--- config.mk ---
export PLATFORM = sky130hd
export DESIGN_NAME = phs_flow_table_flat
export DESIGN_NICKNAME = d
export VERILOG_FILES = /design/src/rtl/parser_typedefs_pkg.sv /design/src/rtl/phs_flow_table_if.sv /design/src/rtl/phs_fifo.sv /design/src/rtl/phs_flow_table.sv /design/src/flat_wrapper.sv
export SDC_FILE = /design/constraint.sdc
export NUM_CORES = 2
export LEC_CHECK = 0
export ABC_AREA = 1
export CAP_MARGIN = 25
export CELL_PAD_IN_SITES_DETAIL_PLACEMENT = 0
export CELL_PAD_IN_SITES_GLOBAL_PLACEMENT = 2
export CORE_ASPECT_RATIO = 1.2
export CORE_MARGIN = 5
export CORE_UTILIZATION = 47
export CTS_BUF_LIST = sky130_fd_sc_hd__clkbuf_2
export DETAILED_ROUTE_END_ITERATION = 16
export HOLD_SLACK_MARGIN = 0.15
export PLACE_DENSITY_LB_ADDON = 0.1
export SLEW_MARGIN = 0
export SYNTH_ARGS = -nofsm -noshare
export SYNTH_HDL_FRONTEND = slang
export SYNTH_SLANG_ARGS = --single-unit
--- constraint.sdc ---
create_clock -name CLK -period 31.5 [get_ports CLK]
set_input_delay 4.725 -clock CLK [delete_from_list [all_inputs] [get_ports CLK]]
set_output_delay 4.725 -clock CLK [all_outputs]
set_load 0.005 [all_outputs]
--- src/rtl/parser_typedefs_pkg.sv ---
// Shared parser/flow-table types: the PHS key layout, flow-table FSM states and entry format.
package parser_typedefs_pkg;

  localparam int PHS_WIDTH      = 120;
  localparam int FLOW_CNT_WIDTH = 32;

  typedef struct packed {
    logic [7:0]  phs_type;
    logic [7:0]  tos;
    logic [15:0] src_port;
    logic [15:0] dst_port;
    logic [7:0]  protocol;
    logic [31:0] src_ip;
    logic [31:0] dst_ip;
  } PHS_Struct;

  typedef enum logic [1:0] {
    FT_IDLE   = 2'd0,
    FT_SEARCH = 2'd1,
    FT_UPDATE = 2'd2
  } FT_STATES;

  typedef struct packed {
    logic                      valid;
    PHS_Struct                 key;
    logic [FLOW_CNT_WIDTH-1:0] cnt;
  } FlowEntry;

  function automatic logic phs_key_match(input logic valid, input PHS_Struct entry_key,
                                         input PHS_Struct key);
    return valid && (entry_key == key);
  endfunction

endpackage

--- src/rtl/phs_flow_table_if.sv ---
// Key input, lookup result, counter read-back and status signals of the flow table.
interface phs_flow_table_if #(
  parameter int FLOW_ENTRIES = 16,
  parameter int CNT_WIDTH    = 32
);
  import parser_typedefs_pkg::*;

  localparam int IW = $clog2(FLOW_ENTRIES);

  logic [PHS_WIDTH-1:0] phs_i;
  logic                 phs_valid_i;
  logic                 flush_i;
  logic [IW-1:0]        flow_id_o;
  logic                 flow_hit_o;
  logic                 flow_new_o;
  logic                 flow_drop_o;
  logic                 result_valid_o;
  logic [IW-1:0]        cnt_rd_idx_i;
  logic [CNT_WIDTH-1:0] cnt_rd_data_o;
  logic [15:0]          fifo_drop_cnt_o;
  logic                 table_full_o;

  modport slave (
    input  phs_i, phs_valid_i, flush_i, cnt_rd_idx_i,
    output flow_id_o, flow_hit_o, flow_new_o, flow_drop_o, result_valid_o,
           cnt_rd_data_o, fifo_drop_cnt_o, table_full_o
  );

  modport master (
    output phs_i, phs_valid_i, flush_i, cnt_rd_idx_i,
    input  flow_id_o, flow_hit_o, flow_new_o, flow_drop_o, result_valid_o,
           cnt_rd_data_o, fifo_drop_cnt_o, table_full_o
  );

endinterface

--- src/rtl/phs_fifo.sv ---
// Small synchronous FIFO buffering PHS keys ahead of the flow-table search.
module phs_fifo #(
  parameter int WIDTH = 120,
  parameter int DEPTH = 4
) (
  input  logic             CLK,
  input  logic             reset,
  input  logic             push_i,
  input  logic [WIDTH-1:0] data_i,
  input  logic             pop_i,
  input  logic             flush_i,
  output logic [WIDTH-1:0] data_o,
  output logic             full_o,
  output logic             empty_o
);

  localparam int AW = (DEPTH > 1) ? $clog2(DEPTH) : 1;
  localparam int CW = $clog2(DEPTH + 1);

  logic [WIDTH-1:0] mem_q [DEPTH];
  logic [AW-1:0]    wr_ptr_q, wr_ptr_d, rd_ptr_q, rd_ptr_d;
  logic [CW-1:0]    count_q, count_d;
  logic             do_push, do_pop;

  function automatic logic [AW-1:0] next_ptr(input logic [AW-1:0] p);
    return (p == AW'(DEPTH - 1)) ? '0 : p + AW'(1);
  endfunction

  assign full_o  = (count_q == CW'(DEPTH));
  assign empty_o = (count_q == '0);
  assign data_o  = mem_q[rd_ptr_q];

  // A pop in the same cycle frees the slot a push into a full FIFO needs.
  assign do_pop  = pop_i && !empty_o && !flush_i;
  assign do_push = push_i && !flush_i && (!full_o || do_pop);

  always_comb begin
    wr_ptr_d = wr_ptr_q;
    rd_ptr_d = rd_ptr_q;
    count_d  = count_q;
    if (flush_i) begin
      wr_ptr_d = '0;
      rd_ptr_d = '0;
      count_d  = '0;
    end else begin
      if (do_push) wr_ptr_d = next_ptr(wr_ptr_q);
      if (do_pop)  rd_ptr_d = next_ptr(rd_ptr_q);
      count_d = count_q + CW'(do_push) - CW'(do_pop);
    end
  end

  always_ff @(posedge CLK) begin
    if (!reset) begin
      wr_ptr_q <= '0;
      rd_ptr_q <= '0;
      count_q  <= '0;
    end else begin
      wr_ptr_q <= wr_ptr_d;
      rd_ptr_q <= rd_ptr_d;
      count_q  <= count_d;
    end
  end

  always_ff @(posedge CLK) begin
    if (do_push) mem_q[wr_ptr_q] <= data_i;
  end

endmodule

--- src/rtl/phs_flow_table.sv ---
// Fully associative flow table: sequential search, learn-on-miss into the first free slot,
// saturating per-flow packet counters.
module phs_flow_table
  import parser_typedefs_pkg::*;
#(
  parameter int FLOW_ENTRIES = 16,
  parameter int FIFO_DEPTH   = 4,
  parameter int CNT_WIDTH    = 32
) (
  input logic              CLK,
  input logic              reset,
  phs_flow_table_if.slave  ft
);

  localparam int IW = $clog2(FLOW_ENTRIES);

  FT_STATES             state_q, state_d;
  PHS_Struct            key_q, key_d;
  logic [IW-1:0]        idx_q, idx_d, free_idx_q, free_idx_d, res_idx_q, res_idx_d;
  logic                 free_found_q, free_found_d, hit_q, hit_d;
  logic [IW-1:0]        flow_id_q, flow_id_d;
  logic                 flow_hit_q, flow_hit_d, flow_new_q, flow_new_d;
  logic                 flow_drop_q, flow_drop_d;
  logic                 result_valid_q, result_valid_d;
  logic                 table_full_q, table_full_d;
  logic [15:0]          fifo_drop_cnt_q, fifo_drop_cnt_d;
  logic [CNT_WIDTH-1:0] cnt_rd_data_q;

  logic                 valid_q [FLOW_ENTRIES];
  PHS_Struct            tkey_q  [FLOW_ENTRIES];
  logic [CNT_WIDTH-1:0] cnt_q   [FLOW_ENTRIES];
  logic [FLOW_ENTRIES-1:0] valid_nx;

  logic                 fifo_pop, fifo_full, fifo_empty;
  logic [PHS_WIDTH-1:0] fifo_data;
  logic                 learn_en, hit_en, entry_match;

  phs_fifo #(
    .WIDTH (PHS_WIDTH),
    .DEPTH (FIFO_DEPTH)
  ) u_fifo (
    .CLK     (CLK),
    .reset   (reset),
    .push_i  (ft.phs_valid_i),
    .data_i  (ft.phs_i),
    .pop_i   (fifo_pop),
    .flush_i (ft.flush_i),
    .data_o  (fifo_data),
    .full_o  (fifo_full),
    .empty_o (fifo_empty)
  );

  assign entry_match = phs_key_match(valid_q[idx_q], tkey_q[idx_q], key_q);

  always_comb begin
    state_d        = state_q;
    key_d          = key_q;
    idx_d          = idx_q;
    free_idx_d     = free_idx_q;
    free_found_d   = free_found_q;
    hit_d          = hit_q;
    res_idx_d      = res_idx_q;
    flow_id_d      = flow_id_q;
    flow_hit_d     = flow_hit_q;
    flow_new_d     = flow_new_q;
    flow_drop_d    = flow_drop_q;
    result_valid_d = 1'b0;
    fifo_pop       = 1'b0;
    learn_en       = 1'b0;
    hit_en         = 1'b0;

    if (ft.flush_i) begin
      state_d = FT_IDLE;
    end else begin
      unique case (state_q)
        FT_IDLE: begin
          if (!fifo_empty) begin
            fifo_pop     = 1'b1;
            key_d        = PHS_Struct'(fifo_data);
            idx_d        = '0;
            free_found_d = 1'b0;
            hit_d        = 1'b0;
            state_d      = FT_SEARCH;
          end
        end
        FT_SEARCH: begin
          if (!valid_q[idx_q] && !free_found_q) begin
            free_idx_d   = idx_q;
            free_found_d = 1'b1;
          end
          if (entry_match) begin
            hit_d     = 1'b1;
            res_idx_d = idx_q;
            state_d   = FT_UPDATE;
          end else if (idx_q == IW'(FLOW_ENTRIES - 1)) begin
            state_d = FT_UPDATE;
          end else begin
            idx_d = idx_q + IW'(1);
          end
        end
        FT_UPDATE: begin
          state_d        = FT_IDLE;
          result_valid_d = 1'b1;
          flow_hit_d     = 1'b0;
          flow_new_d     = 1'b0;
          flow_drop_d    = 1'b0;
          if (hit_q) begin
            hit_en     = 1'b1;
            flow_id_d  = res_idx_q;
            flow_hit_d = 1'b1;
          end else if (free_found_q) begin
            learn_en   = 1'b1;
            flow_id_d  = free_idx_q;
            flow_new_d = 1'b1;
          end else begin
            flow_id_d   = '0;
            flow_drop_d = 1'b1;
          end
        end
        default: state_d = FT_IDLE;
      endcase
    end
  end

  always_comb begin
    fifo_drop_cnt_d = fifo_drop_cnt_q;
    if (ft.phs_valid_i && !ft.flush_i && fifo_full && !fifo_pop && fifo_drop_cnt_q != 16'hFFFF)
      fifo_drop_cnt_d = fifo_drop_cnt_q + 16'd1;
    // Full flag tracks the valid bits as they will be after this cycle's learn.
    table_full_d = ft.flush_i ? 1'b0 : &valid_nx;
  end

  for (genvar gi = 0; gi < FLOW_ENTRIES; gi++) begin : g_entry
    assign valid_nx[gi] = valid_q[gi] || (learn_en && free_idx_q == IW'(gi));

    always_ff @(posedge CLK) begin
      if (!reset || ft.flush_i) begin
        valid_q[gi] <= 1'b0;
        cnt_q[gi]   <= '0;
      end else if (learn_en && free_idx_q == IW'(gi)) begin
        valid_q[gi] <= 1'b1;
        cnt_q[gi]   <= CNT_WIDTH'(1);
      end else if (hit_en && res_idx_q == IW'(gi) && cnt_q[gi] != '1) begin
        cnt_q[gi] <= cnt_q[gi] + CNT_WIDTH'(1);
      end
    end

    always_ff @(posedge CLK) begin
      if (learn_en && free_idx_q == IW'(gi)) tkey_q[gi] <= key_q;
    end
  end

  always_ff @(posedge CLK) begin
    if (!reset) begin
      state_q         <= FT_IDLE;
      key_q           <= '0;
      idx_q           <= '0;
      free_idx_q      <= '0;
      free_found_q    <= 1'b0;
      hit_q           <= 1'b0;
      res_idx_q       <= '0;
      flow_id_q       <= '0;
      flow_hit_q      <= 1'b0;
      flow_new_q      <= 1'b0;
      flow_drop_q     <= 1'b0;
      result_valid_q  <= 1'b0;
      table_full_q    <= 1'b0;
      fifo_drop_cnt_q <= '0;
      cnt_rd_data_q   <= '0;
    end else begin
      state_q         <= state_d;
      key_q           <= key_d;
      idx_q           <= idx_d;
      free_idx_q      <= free_idx_d;
      free_found_q    <= free_found_d;
      hit_q           <= hit_d;
      res_idx_q       <= res_idx_d;
      flow_id_q       <= flow_id_d;
      flow_hit_q      <= flow_hit_d;
      flow_new_q      <= flow_new_d;
      flow_drop_q     <= flow_drop_d;
      result_valid_q  <= result_valid_d;
      table_full_q    <= table_full_d;
      fifo_drop_cnt_q <= fifo_drop_cnt_d;
      cnt_rd_data_q   <= cnt_q[ft.cnt_rd_idx_i];
    end
  end

  assign ft.flow_id_o       = flow_id_q;
  assign ft.flow_hit_o      = flow_hit_q;
  assign ft.flow_new_o      = flow_new_q;
  assign ft.flow_drop_o     = flow_drop_q;
  assign ft.result_valid_o  = result_valid_q;
  assign ft.cnt_rd_data_o   = cnt_rd_data_q;
  assign ft.fifo_drop_cnt_o = fifo_drop_cnt_q;
  assign ft.table_full_o    = table_full_q;

endmodule

--- src/flat_wrapper.sv ---
// flat-port wrapper written by rule: the top's interface ports become plain ports
module phs_flow_table_flat import parser_typedefs_pkg::*;
#(
  parameter int FLOW_ENTRIES = 16,
  parameter int FIFO_DEPTH   = 4,
  parameter int CNT_WIDTH    = 32
)
  (CLK, reset, ft_phs_i, ft_phs_valid_i, ft_flush_i, ft_cnt_rd_idx_i, ft_flow_id_o, ft_flow_hit_o, ft_flow_new_o, ft_flow_drop_o, ft_result_valid_o, ft_cnt_rd_data_o, ft_fifo_drop_cnt_o, ft_table_full_o);
  phs_flow_table_if #(.FLOW_ENTRIES(FLOW_ENTRIES), .CNT_WIDTH(CNT_WIDTH)) ft_i ();
  input logic CLK;
  input logic reset;
  input wire logic [$bits(ft_i.phs_i)-1:0] ft_phs_i;
  input wire logic [$bits(ft_i.phs_valid_i)-1:0] ft_phs_valid_i;
  input wire logic [$bits(ft_i.flush_i)-1:0] ft_flush_i;
  input wire logic [$bits(ft_i.cnt_rd_idx_i)-1:0] ft_cnt_rd_idx_i;
  output wire logic [$bits(ft_i.flow_id_o)-1:0] ft_flow_id_o;
  output wire logic [$bits(ft_i.flow_hit_o)-1:0] ft_flow_hit_o;
  output wire logic [$bits(ft_i.flow_new_o)-1:0] ft_flow_new_o;
  output wire logic [$bits(ft_i.flow_drop_o)-1:0] ft_flow_drop_o;
  output wire logic [$bits(ft_i.result_valid_o)-1:0] ft_result_valid_o;
  output wire logic [$bits(ft_i.cnt_rd_data_o)-1:0] ft_cnt_rd_data_o;
  output wire logic [$bits(ft_i.fifo_drop_cnt_o)-1:0] ft_fifo_drop_cnt_o;
  output wire logic [$bits(ft_i.table_full_o)-1:0] ft_table_full_o;
  assign ft_i.phs_i = ft_phs_i;
  assign ft_i.phs_valid_i = ft_phs_valid_i;
  assign ft_i.flush_i = ft_flush_i;
  assign ft_i.cnt_rd_idx_i = ft_cnt_rd_idx_i;
  assign ft_flow_id_o = ft_i.flow_id_o;
  assign ft_flow_hit_o = ft_i.flow_hit_o;
  assign ft_flow_new_o = ft_i.flow_new_o;
  assign ft_flow_drop_o = ft_i.flow_drop_o;
  assign ft_result_valid_o = ft_i.result_valid_o;
  assign ft_cnt_rd_data_o = ft_i.cnt_rd_data_o;
  assign ft_fifo_drop_cnt_o = ft_i.fifo_drop_cnt_o;
  assign ft_table_full_o = ft_i.table_full_o;
  phs_flow_table #(.FLOW_ENTRIES(FLOW_ENTRIES), .FIFO_DEPTH(FIFO_DEPTH), .CNT_WIDTH(CNT_WIDTH)) u_core (.CLK(CLK), .reset(reset), .ft(ft_i));
endmodule
# Word level (Yosys, flattened, before mapping)

Memories as Yosys holds them, arrays and structs flattened. A register that Yosys moved wholly into a read port is not among the register bits.
Cells that the tools add are included.

Flip-flop bits (word level): 48
RAM bits: 2928
Input bits: 128
Memories kept: 4

Memory list:

| name                | depth | width | rd ports | clocked after memory_dff | wr ports | line                 | RTL |
|---|---|---|---|---|---|---|---|
| u_core.tkey_q       | 16    | 120   | 1        | 1                        | 1        | phs_flow_table.sv:30 | `PHS_Struct tkey_q [FLOW_ENTRIES];` |
| u_core.cnt_q        | 16    | 32    | 17       | 1                        | 16       | phs_flow_table.sv:31 | `logic [CNT_WIDTH-1:0] cnt_q [FLOW_ENTRIES];` |
| u_core.u_fifo.mem_q | 4     | 120   | 1        | 1                        | 1        | phs_fifo.sv:20       | `logic [WIDTH-1:0] mem_q [DEPTH];` |
| u_core.valid_q      | 16    | 1     | 17       | 1                        | 16       | phs_flow_table.sv:29 | `logic valid_q [FLOW_ENTRIES];` |

$add $sub $neg: 22
Equality and inequality tests: 60
Mux-type cells: 259
Bitwise logic cells: 51
Reductions and logical operators: 114

Operators by type and width:

| kind                                                                   | number |
|---|---|
| 120-bit two-way mux                                                    | 15 |
| 120-bit OR reduction                                                   | 15 |
| 32-bit two-way mux                                                     | 32 |
| 32-bit by 1-bit adder with 32-bit output (second input constant)       | 16 |
| 32-bit inequality test (second input constant)                         | 16 |
| 1-bit two-way mux                                                      | 179 |
| 120-bit equality test                                                  | 1 |
| 4-bit two-way mux                                                      | 24 |
| 4-bit equality test (second input constant)                            | 17 |
| 1-bit logical AND                                                      | 57 |
| 1-bit bitwise OR                                                       | 48 |
| 4-bit by 3-bit equality test with 1-bit output (second input constant) | 8 |
| 1-bit logical OR                                                       | 18 |
| 16-bit by 1-bit adder with 16-bit output (second input constant)       | 1 |
| 4-bit by 2-bit equality test with 1-bit output (second input constant) | 4 |
| 16-bit inequality test (second input constant)                         | 1 |
| 16-bit AND reduction                                                   | 1 |
| 2-bit two-way mux                                                      | 5 |
| 1-bit zero test                                                        | 9 |
| 3-bit AND reduction                                                    | 3 |
| 4-bit by 1-bit equality test with 1-bit output (second input constant) | 2 |
| 4-bit zero test                                                        | 2 |
| 4-bit case mux with 2 select lines                                     | 1 |
| 4-bit AND reduction                                                    | 2 |
| other kinds (19)                                                       | 29 |

# Longest topological paths before layout

Depth after elaboration: 23
Depth in mapped cells: 26

# Cells and area by module

From an unflattened synthesis, not the netlist that was laid out.

Cell total of the unflattened synthesis: 13875
Area total of the unflattened synthesis: 140594.8 µm²

By module, submodules not included:

| module         | instances | cells an instance | area each (µm²) | sequential area each (µm²) |
|---|---|---|---|---|
| phs_flow_table | 1         | 12640             | 122013.3        | 77444.3 |
| phs_fifo       | 1         | 1235              | 18581.6         | 14594.0 |

# Least setup slack after synthesis

No wires, ideal clock.

Path kind: input -> register
Start: input port ft_flush_i
End: memory u_core.cnt_q[7][0], enable pin
Arrival: 15144 ps
Data required time: 31022 ps
Slack: 15878 ps
Stages on the path: 15
Buffers on the path: 1
Cell sequence: inv_1 > nand2_1 > inv_1 > nand2_1 > inv_1 > nand2_1 > nor2_1 > inv_1 > nor3_1 > nor2_1 > inv_1 > nor3_1 > nand2_2 > buf_4 > nand2_1

RTL lines:

| element     | line                 | RTL |
|---|---|---|
| from (decl) | flat_wrapper.sv:14   | `input wire logic [$bits(ft_i.flush_i)-1:0] ft_flush_i;` |
| to (decl)   | phs_flow_table.sv:31 |  |

# Worst setup path after layout

Start: input port ft_flush_i
End: memory u_core.u_fifo.mem_q[3][58], enable pin

Word-level cells in the longest chain between the ends: 7
Elaborated cells on any way between the ends: 9

Ends and longest elaborated chain:

| element                                   | line                 | RTL |
|---|---|---|
| 1-bit two-way mux                         | phs_flow_table.sv:72 | `if (ft.flush_i) begin` |
| 1-bit logical AND (2 in series)           | phs_fifo.sv:34       | `assign do_pop = pop_i && !empty_o && !flush_i;` |
| 1-bit logical OR                          | phs_fifo.sv:35       | `assign do_push = push_i && !flush_i && (!full_o \|\| do_pop);` |
| 1-bit logical AND *                       | phs_fifo.sv:35       |  |
| 1-bit two-way mux *                       | phs_fifo.sv:65       | `if (do_push) mem_q[wr_ptr_q] <= data_i;` |
| 1-bit two-way mux (implied by the code) * | phs_fifo.sv:65       |  |
| to (decl)                                 | phs_fifo.sv:20       |  |

Every way passes the cells marked *; elsewhere a longest branch is shown, timed or not.

==> results.sh <==
export IMPL_outcome="finished clean"
export IMPL_cts_buffers=785
export IMPL_netlist_area_um2=139000
export IMPL_p_comb_frac=0.129
export IMPL_power_leakage_nw=57.5
export IMPL_layout_commonest_cell="edfxtp_1"
export IMPL_row_count=218
export IMPL_first_pass_iters=9
export IMPL_post_drt_via_cell_ratio=5.45
export IMPL_p_seq_frac=0.552
export IMPL_max_cap_viol_count=0
export IMPL_cts_tree="yes"
export IMPL_cts_root_buf="clkbuf_2"
export IMPL_yosysTopAreaCellShare=0.633
export IMPL_ys_seq_area_frac=0.663
export IMPL_ctsResizeCount=0
export IMPL_hold_viol=0
export IMPL_num_nets_final=14300
export IMPL_setup_violations=0
export IMPL_synth_mux_area_frac=0.0000811
export IMPL_sw_frac_of_total=0.300
export IMPL_synthTopCellsByArea="edfxtp_1 63%, nand2_1 7.8%, nor2_1 4.8%, nand3_1 4.4%, o21ai_0 3.7%"
export IMPL_die_area_um2=306000
export IMPL_drc=0
export IMPL_worst_pin_slew_ps=1250
export IMPL_clockPowerShare=0.319
export IMPL_internal_power_mw=6.05
export IMPL_place_congestion=0.893
export IMPL_async_flop_share=0
export IMPL_hold_class="reg2reg"
export IMPL_drt_iter0_markers=8386
export IMPL_synth_top_cell_by_area="edfxtp_1"
export IMPL_irDropWorstVdd_uv=28.2
export IMPL_synth_top_family_by_area="simple AND/OR/NAND/NOR gates"
export IMPL_yosysWarnings=0
export IMPL_startpoint="ft_flush_i"
export IMPL_synth_adder_area_share=0.00240
export IMPL_grt_pass1_vias=99100
export IMPL_final_cell_mix="2927 x edfxtp_1, 2885 x nand2_1, 1757 x nor2_1"
export IMPL_period_share=0.256
export IMPL_ff_latch_area_um2=92000
export IMPL_clock_latency_ps=1880
export IMPL_avgSynthCellArea_um2=10.2
export IMPL_max_slew_margin=0.169
export IMPL_antenna_found_initial=23
export IMPL_grt_pass1_wl_um=641000
export IMPL_die_w_um=506
export IMPL_hold_buffers=0
export IMPL_crit_arrival_ps=9520
export IMPL_cts_sinks=3132
export IMPL_critPathCaptureType="flop"
export IMPL_cts_max_level=6
export IMPL_grt_overflow_total=0
export IMPL_holdCritStartpoint="u_core.ft.flow_new_o"
export IMPL_ys_seq_elements=3132
export IMPL_dp_hpwl_um=266000
export IMPL_via_count=101000
export IMPL_cp_start_kind="input port"
export IMPL_path_class="in2reg"
export IMPL_grt_use_total=0.279
export IMPL_cts_setup_buffers=0
export IMPL_synth_edff_count=2927
export IMPL_netlist_instances=13600
export IMPL_grt_max_degree=208
export IMPL_cts_clk_slew_worst_paths_ps=100
export IMPL_yosysUniqueCellTypes=64
export IMPL_area_delta_synth_final_pct=9.52
export IMPL_finalCriticalPeriod_ps=8060
export IMPL_critPathRequiredTime_ps=32960
export IMPL_worstPathMaxFanout=49
export IMPL_yosys_most_used_dff="edfxtp_1"
export IMPL_synth_simple_area_share=0.198
export IMPL_fin_ws_ps=23440
export IMPL_post_place_ws_ps=21530
export IMPL_timing_setup_tns_ps=0
export IMPL_fin_skew_ps=212
export IMPL_ant_nets=0
export IMPL_synth_compound_area_frac=0.0746
export IMPL_layout_drive_gt1_share=0.109
export IMPL_slew_violations=0
export IMPL_wire_per_inst_um=23.7
export IMPL_synth_nets=13700
export IMPL_pwr_density_cell_nw_per_um2=56.8
export IMPL_switchingPower_mw=2.59
export IMPL_port_buffers=184
export IMPL_die_y_um=605
export IMPL_fmax_mhz=124
export IMPL_totalWireLength_um=440000
export IMPL_clk_path_buf_depth=4
export IMPL_pin_count=185
export IMPL_start_util=0.472
export IMPL_rsz0062_at_grt="no"
export IMPL_fillCellCount=27000
export IMPL_synth_xor_area_share=0.00669
export IMPL_finish_utilization=0.517
export IMPL_core_um2=294000
export IMPL_multi_input_area_um2=39300
[sequential cells by signal, indices dropped and copies added (netlist names), named ones only]
name and count:
u_core.free_found_q 1, u_core.ft.flow_drop_o 1, u_core.u_fifo.count_q 3, u_core.ft.fifo_drop_cnt_o 16
u_core.hit_q 1, u_core.ft.flow_new_o 1, u_core.cnt_q 512, u_core.u_fifo.wr_ptr_q 2
u_core.ft.flow_id_o 4, u_core.u_fifo.mem_q 480, u_core.free_idx_q 4, u_core.idx_q 4
u_core.state_q 2, u_core.key_q 120, u_core.ft.table_full_o 1, u_core.res_idx_q 4
u_core.ft.flow_hit_o 1, u_core.u_fifo.rd_ptr_q 2, u_core.tkey_q 1920, u_core.valid_q 16
u_core.ft.result_valid_o 1, u_core.ft.cnt_rd_data_o 32
[worst paths after layout]
path | to | slack [ps] | cells past startpoint
setup reg to reg | flop | 24230 | 24
setup / recovery | u_core.u_fifo.mem_q[3][58] | 23440 | 8
hold / removal | u_core.ft.flow_new_o | 480 | 2
hold reg to reg | u_core.ft.flow_new_o | 480 | 2
[per-stage QoR]
step / power (mW) / hold WS, ps / cells / area (um2)
3_5_place_dp: 5.98 / 460 / 17200 / 145000
4_1_cts: 8.73 / 477 / 18600 / 152000
2_1_floorplan: 5.49 / 435 / 13600 / 139000
6_report: 8.63 / 477 / 18600 / 152000
3_3_place_gp: 5.96 / 467 / 17200 / 145000
5_1_grt: 9.05 / 502 / 18600 / 152000
[synth_stat cells, types with 84 or more instances]
master and number:
dfxtp_1 205, a31oi_1 148, clkbuf_1 356, nor2_1 1774
nand2_1 2885, a21oi_1 417, nand3_1 1233, buf_2 186
o21ai_0 1014, inv_1 1239, nor3_1 235, nor3b_1 112
edfxtp_1 2927, xor2_1 84, o211ai_1 205
[cell type report]
class | instances | share of cell area
inverter | 1251 | 0.0313
multi-input combinational | 8511 | 0.258
clock buffer | 1158 | 0.0381
tap | 3850 | 0.0317
timing repair buffer | 435 | 0.0270
sequential | 3132 | 0.605
antenna | 18 | 0.000296
clock inverter | 225 | 0.00828
[layer usage]
metal / vias to the layer above / track usage / routed length (um)
met5: - / 0 / 55
met4: 8 / 0.128 / 21900
met3: 775 / 0.0398 / 22700
met2: 3129 / 0.503 / 225000
met1: 49300 / 0.330 / 170000
li1: 48100 / - / -
[power by group through the flow]
stage | logic, mW | registers (mW) | clock network (mW)
2_1_floorplan | 0.640 | 4.85 | 0
3_3_place_gp | 1.10 | 4.86 | 0
3_5_place_dp | 1.12 | 4.86 | 0
4_1_cts | 1.12 | 4.77 | 2.85
5_1_grt | 1.22 | 4.78 | 3.06
6_report | 1.11 | 4.77 | 2.75
[kinds of logic after synthesis]
family,Yosys count
adder cells (fa/ha/maj),26
flip-flops,3132
AND/OR/NAND/NOR,6492
AO/OA/AOI/OAI,1886
buffers and inverters,1931
multiplexers,1
XOR/XNOR,106
[worst max-delay path, stage by stage]
cell	delay [ps]
clkdlybuf4s50_1	630
nor2_1	590
nand2_1	390
nand3_1	230
nand3_1	430
nor2_4	860
buf_4	780
buf_4	750
No activity file was read; power rests on OpenSTA's default activity.
